===== src/rtl/pc_gen.sv =====
// pc_gen: fetch-stage program counter with valid/ready handshake, paused-redirect buffering and epoch tagging.
// Optional macro PC_ALIGN_CHECK_EN traps misaligned redirect targets instead of masking their low bits.
module pc_gen #(
    parameter int                    ADDR_WIDTH   = 32,
    parameter logic [ADDR_WIDTH-1:0] RESET_VECTOR = '0,
    parameter int                    INST_BYTES   = 4,
    parameter int                    EPOCH_W      = 2
) (
    input  logic                  clk,
    input  logic                  rst,
    input  logic                  rdy,
    input  logic                  stall,
    input  logic                  redirect,
    input  logic [ADDR_WIDTH-1:0] redirect_target,
    input  logic                  pc_ready,
    output logic [ADDR_WIDTH-1:0] pc,
    output logic                  pc_valid,
    output logic [EPOCH_W-1:0]    epoch,
    output logic                  misalign
);
`ifdef PC_ALIGN_CHECK_EN
    typedef enum logic [1:0] {IDLE, RUN, TRAP} state_t;
`else
    typedef enum logic {IDLE, RUN} state_t;
`endif
    localparam logic [ADDR_WIDTH-1:0] LOW_MASK = ADDR_WIDTH'(INST_BYTES - 1);
    state_t                r_state;
    logic [ADDR_WIDTH-1:0] r_pc;
    logic                  r_pc_valid;
    logic [EPOCH_W-1:0]    r_epoch;
    logic                  r_misalign;
    logic                  r_pend_valid;
    logic [ADDR_WIDTH-1:0] r_pend_target;
    logic                  w_take;
    logic                  w_fire;
    logic                  w_bad;
    logic [ADDR_WIDTH-1:0] w_target;
    logic [ADDR_WIDTH-1:0] w_next_pc;
    state_t                w_redir_state;
    // An incoming redirect overrides whatever was buffered during the pause.
    assign w_take   = redirect | r_pend_valid;
    assign w_target = redirect ? redirect_target : r_pend_target;
    assign w_fire   = r_pc_valid & pc_ready;
`ifdef PC_ALIGN_CHECK_EN
    assign w_bad         = |(w_target & LOW_MASK);
    assign w_next_pc     = w_target;
    assign w_redir_state = w_bad ? TRAP : RUN;
`else
    assign w_bad         = 1'b0;
    assign w_next_pc     = w_target & ~LOW_MASK;
    assign w_redir_state = RUN;
`endif
    always_ff @(posedge clk or posedge rst) begin
        if (rst) begin
            r_state       <= IDLE;
            r_pc          <= RESET_VECTOR;
            r_pc_valid    <= 1'b0;
            r_epoch       <= '0;
            r_misalign    <= 1'b0;
            r_pend_valid  <= 1'b0;
            r_pend_target <= '0;
        end else if (!rdy) begin
            if (redirect) begin
                r_pend_valid  <= 1'b1;
                r_pend_target <= redirect_target;
            end
        end else begin
            r_pend_valid <= 1'b0;
            if (w_take) begin
                r_pc       <= w_next_pc;
                r_epoch    <= r_epoch + EPOCH_W'(1);
                r_misalign <= w_bad;
                r_pc_valid <= (r_state != IDLE) && !stall && !w_bad;
                r_state    <= w_redir_state;
            end else if (r_state == IDLE) begin
                r_state <= RUN;
            end else if (r_state == RUN) begin
                if (w_fire)
                    r_pc <= r_pc + ADDR_WIDTH'(INST_BYTES);
                r_pc_valid <= !stall;
            end
        end
    end
    assign pc       = r_pc;
    assign pc_valid = r_pc_valid;
    assign epoch    = r_epoch;
    assign misalign = r_misalign;
endmodule


===== config.mk =====
export PLATFORM = sky130hd
export DESIGN_NAME = pc_gen
export DESIGN_NICKNAME = d
export VERILOG_FILES = /design/src/rtl/pc_gen.sv
export SDC_FILE = /design/constraint.sdc
export NUM_CORES = 1
export LEC_CHECK = 0
export ABC_AREA = 1
export BUFFER_PORTS_ARGS = -buffer_cell sky130_fd_sc_hd__buf_2
export CORE_UTILIZATION = 40
export CTS_CLUSTER_SIZE = 24
export DETAILED_ROUTE_END_ITERATION = 16
export GPL_ROUTABILITY_DRIVEN = 0
export PLACE_DENSITY = 0.7
export RECOVER_POWER = 50
export SLEW_MARGIN = 25
export SYNTH_ARGS = -nofsm -noshare
export SYNTH_HDL_FRONTEND = slang
export SYNTH_SLANG_ARGS = --single-unit

===== constraint.sdc =====
create_clock -name clk -period 2.69 [get_ports clk]
set_input_delay 0.4035 -clock clk [delete_from_list [all_inputs] [get_ports clk]]
set_output_delay 0.4035 -clock clk [all_outputs]
set_load 0.005 [all_outputs]

Word-level counts from Yosys, hierarchy flattened
Index checks and enable logic that the tools add are counted.
{"block": "word_totals", "register_bits": 69, "word_cells": 29, "in_bits": 38}
{"block": "op_classes", "n_mux": 8, "n_bitwise": 3, "n_addsub": 2, "reduce_logical": 9}
{"cell": "32-bit 2-to-1 mux", "count": 4}
{"cell": "32-bit by 3-bit adder with 32-bit output (second input constant)", "count": 1}
{"cell": "2-bit AND reduction", "count": 3}
{"cell": "2-bit nonzero test", "count": 3}
{"cell": "1-bit 2-to-1 mux", "count": 4}
{"cell": "3-bit AND reduction", "count": 1}
{"cell": "2-bit by 1-bit adder with 2-bit output (second input constant)", "count": 1}
{"cell": "1-bit AND", "count": 1}
{"cell": "1-bit logical AND", "count": 1}
{"cell": "1-bit zero test", "count": 1}
{"cell": "1-bit NOT", "count": 1}
{"cell": "1-bit OR", "count": 1}

Depth between registers and ports, before layout
{"block": "logic_depth", "ltp_word": 4, "mapped_depth": 11, "ltp_nobuf": 10}

Worst setup path after synthesis
No wires, ideal clock.
{"block": "synth_path", "path_kind": "reg-to-reg", "start": "register r_pc[3], in the netlist pc[3]", "end": "register r_pc[26], in the netlist pc[26]", "path_buffers": 0, "stages_incl_launch_ff": 11, "synth_period_minus_slack_ns": 1.458, "t_arrival_ns": 1.341, "t_required_ns": 2.574, "setup_ns": 0.116, "setup_slack_ns": 1.232, "path_cell_list": "dfrtp_1 > ha_1 > nand2_1 > nor2_2 > nand2_1 > nor2_2 > nand2_1 > nand2_1 > nand3_1 > nand2_1 > nand2_1"}
{"block": "synth_via", "elab_chain_len": 4}
{"item": "start, declared", "line": "28", "rtl": "logic [ADDR_WIDTH-1:0] r_pc;"}
{"item": "start signal, assigned", "line": "70", "rtl": "r_pc <= w_next_pc;"}
{"item": "start signal, assigned", "line": "79", "rtl": "r_pc <= r_pc + ADDR_WIDTH'(INST_BYTES);"}
{"item": "32-bit by 3-bit adder with 32-bit output", "line": "79"}
{"item": "32-bit 2-to-1 mux", "line": "78", "rtl": "if (w_fire)"}
{"item": "32-bit 2-to-1 mux", "line": "75", "rtl": "end else if (r_state == IDLE) begin"}
{"item": "32-bit 2-to-1 mux", "line": "69", "rtl": "if (w_take) begin"}
No other way between the ends. The select of a mux whose other input is x is not followed.
A chain may end at the register's enable or synchronous reset.

Final worst setup path
{"block": "layout_path", "start": "register r_pend_valid", "end": "register r_pc[18], in the netlist pc[18]"}
{"block": "layout_via", "elab_chain_len": 3, "word_cells_on_any_way": 5, "cone_classes": "mux: 1; bitwise: 1; reduce/logical: 3"}
{"item": "start, declared", "line": "32", "rtl": "logic r_pend_valid;"}
{"item": "start signal, assigned", "line": "60", "rtl": "r_pend_valid <= 1'b0;"}
{"item": "start signal, assigned", "line": "64", "rtl": "r_pend_valid <= 1'b1;"}
{"item": "start signal, assigned", "line": "68", "rtl": "r_pend_valid <= 1'b0;"}
{"item": "1-bit OR (*)", "line": "41", "rtl": "assign w_take = redirect | r_pend_valid;"}
{"item": "2-bit nonzero test (no line)"}
{"item": "3-bit AND reduction (no line)"}
Mark *: on every way between the ends. The rest lies on a longest branch, timed or not.

==> results.py <==
metrics = {
    "placed_design": {
        "dpl_worst_slack_ns": 0.813,
        "placed_cell_area_um2": 4260,
        "dp_hpwl_mm": 7.11,
        "dp.cells": 715,
        "portBuffers": 68,
    },
    "floorplan": {
        "io_pins": 74,
        "die_h_um": 100,
        "core_um2": 9280,
        "die_area_um2": 10100,
        "initial_core_util": 0.416,
        "die_w_um": 100,
        "row_count": 35,
    },
    "finish": {
        "diodes": 0,
        "multiInputGateArea_um2": 1880,
        "fillers": 979,
        "drive_gt1_frac": 0.164,
        "seq_area_um2": 1630,
        "fin_nets": 636,
        "area_delta_synth_final_pct": 14.8,
        "stdcell_area_um2": 4430,
        "instances_no_fill": 731,
    },
    "critical_path": {
        "cp.arrival_ns": 2.25,
        "criticalPathCategory": "reg -> reg",
        "slowest_stage": "inv_2",
        "cpMostUsedCell": "nor2_1",
        "slowest_delay_ns": 0.50,
        "crit_required_ns": 2.93,
        "critPathCaptureType": "flip-flop",
        "path_cells": "nor2_1, nor2_1, clkinv_1, nand2_2, inv_2, nor2_1, o21ai_1, inv_1",
        "start_kind": "flip-flop",
        "r2r_start": "r_pend_valid",
        "timing.critical_path.from": "r_pend_valid",
        "worstPathMaxFanout": 38,
    },
    "yosys": {
        "synthesis.area_um2": 3860,
        "synth.most_common_cell": "nand2_1",
        "synthXorXnorAreaFrac": 0.00680,
        "synth.distinct_cells": 30,
        "syn_avg_cell_area_um2": 7.18,
        "yosysWarningCount": 0,
        "syn_inst": 538,
        "synthFlopType": "dfrtp_1",
        "yosys-top-cells-area": "dfrtp_1, nand2_1, o21ai_0",
        "ys_ff_latch": 65,
        "async_flop_share": 1.00,
        "synth_commonest_cells": "nand2_1, dfrtp_1, o21ai_0",
        "synth_top_cell_by_area": "dfrtp_1",
        "synth.mux.area_fraction": 0.0622,
        "synth_top_family_by_area": "simple AND/OR/NAND/NOR gates",
        "synthAdderAreaFrac": 0.00324,
        "synth_top_area_frac": 0.421,
        "synth_edf_count": 0,
        "ys_seq_area_frac": 0.421,
        "synth-simple-area-share": 0.295,
        "synth_compound_area_frac": 0.122,
    },
    "timing": {
        "hold_violations": 0,
        "fin_ws_ns": 0.679,
        "finalCriticalPeriod_ns": 2.01,
        "fin_tns_setup_ns": 0,
        "setup_viol": 0,
        "fmax_mhz": 497,
        "rsz0062_at_grt": "no",
        "period_share": 0.748,
        "clock_skew_ns": 0.00645,
        "max_slew_margin": 0.169,
        "slew_viol_final": 0,
        "worst_pin_slew_ns": 1.25,
    },
    "drt": {
        "highest_layer": "met4",
        "via_per_inst": 4.98,
        "route.detailed.drc": 0,
        "wl_per_cell_um": 13.2,
        "wl_met1_mm": 4.52,
        "wl_met2_mm": 4.49,
        "ant_nets": 0,
        "firstDrtPassIters": 4,
        "drt_iter0_markers": 230,
        "vias": 3642,
        "wl_met3_um": 431,
        "routed_wl_mm": 9.63,
    },
    "power_and_ir_drop": {
        "irDropWorstVdd_mv": 0.266,
        "powerDensity_nw_per_um2": 654,
        "p_leak_nw": 2.18,
    },
    "cts": {
        "worstSkewPairLatency_ns": 0.34,
        "clkSinkCount": 65,
        "cts_resized": 0,
        "h-tree-depth": 3,
        "path_clk_slew_ns": 0.07,
        "cts_hold_buf": 0,
        "cts_setup_buffers": 0,
        "root_buffer": "clkbuf_8",
        "cts_tree": "yes",
        "cts_made_buffers": 9,
        "cts_buffer_depth": 2,
    },
    "grt": {
        "grt_pass1_vias": 3517,
        "antenna_found_initial": 0,
        "grt_pass1_wl_mm": 16.4,
        "grt_usage": 0.207,
        "overflow": 0,
        "grt_start_max_net_pins": 49,
    },
    "min_path": {
        "hold_class": "in -> reg",
        "hold_start": "stall",
    },
    "job": {
        "cap_violations": 0,
    },
    "status": {
        "status": "finished clean",
    },
}
==> cells in the final DEF (no fill, tap or decap), types with 10 or more instances in the layout <==
cell | Yosys | layout
inv_1 | 45 | 45
dfrtp_1 | 65 | 65
a21oi_1 | 30 | 30
clkbuf_8 | 0 | 10
mux2i_1 | 24 | 24
nand3_1 | 37 | 37
nand2_1 | 179 | 179
o21ai_0 | 56 | 56
buf_2 | 13 | 67
nor2_1 | 44 | 46
==> through the flow <==
stage                     power [W]  utilization  hold WS, ns
after floorplan             0.00179            -        0.437
after global placement      0.00204        0.459        0.450
after detailed placement    0.00207        0.459        0.466
after CTS                   0.00292        0.481        0.203
after global routing        0.00310        0.477        0.242
final                       0.00290        0.477        0.245
==> critical path, delay by kind of cell (launching register included) <==
kind	cells	cell delay, ns
simple gates	4	0.74
compound gates	1	0.14
buf+inv	3	0.65
flops	1	0.36
==> metal layers <==
layer | up-vias | global-route usage
met5 | - | 0
met4 | 0 | 0.0647
met3 | 16 | 0.0501
met2 | 99 | 0.341
met1 | 1686 | 0.268
li1 | 1841 | -
==> flip-flops by register name, indices dropped and copies added, names as in the netlist <==
name and count:
pc 30, r_pend_target 30, epoch 2, pc_valid 1, r_pend_valid 1, r_state 1
==> layout make-up <==
cell class                 count  area share
multi-input combinational    399       0.425
timing repair buffer          73      0.0838
clock buffer                  10      0.0310
inverter                      49      0.0415
clock inverter                 6      0.0152
tap                          129      0.0364
sequential                    65       0.367
==> cell families after synthesis <==
logic type / count (synthesis)
AND/OR/NAND/NOR: 276
AO/OA/AOI/OAI: 92
buffers and inverters: 76
flip-flops: 65
multiplexers: 24
XOR/XNOR: 3
adder cells (fa/ha/maj): 1
other: 1
==> power breakdown <==
part	switching [W]	internal [W]	total, W
clock	0.000403	0.000454	0.000858
sequential	0.000190	0.00115	0.00134
combinational	0.000421	0.000282	0.000703
total	0.00101	0.00189	0.00290
==> final timing paths <==
kind                               endpoint  slack [ns]  depth (start not counted)
min in group asynchronous  r_pend_target[2]        0.39                          2
max reg2reg                          pc[18]        0.68                          8
min                                pc_valid        0.25                          2
max in group asynchronous            pc[20]        0.82                          3
max                                  pc[18]        0.68                          8
min reg2reg                        epoch[1]        0.47                          1
Note: power is estimated with default switching activity, not from simulation.
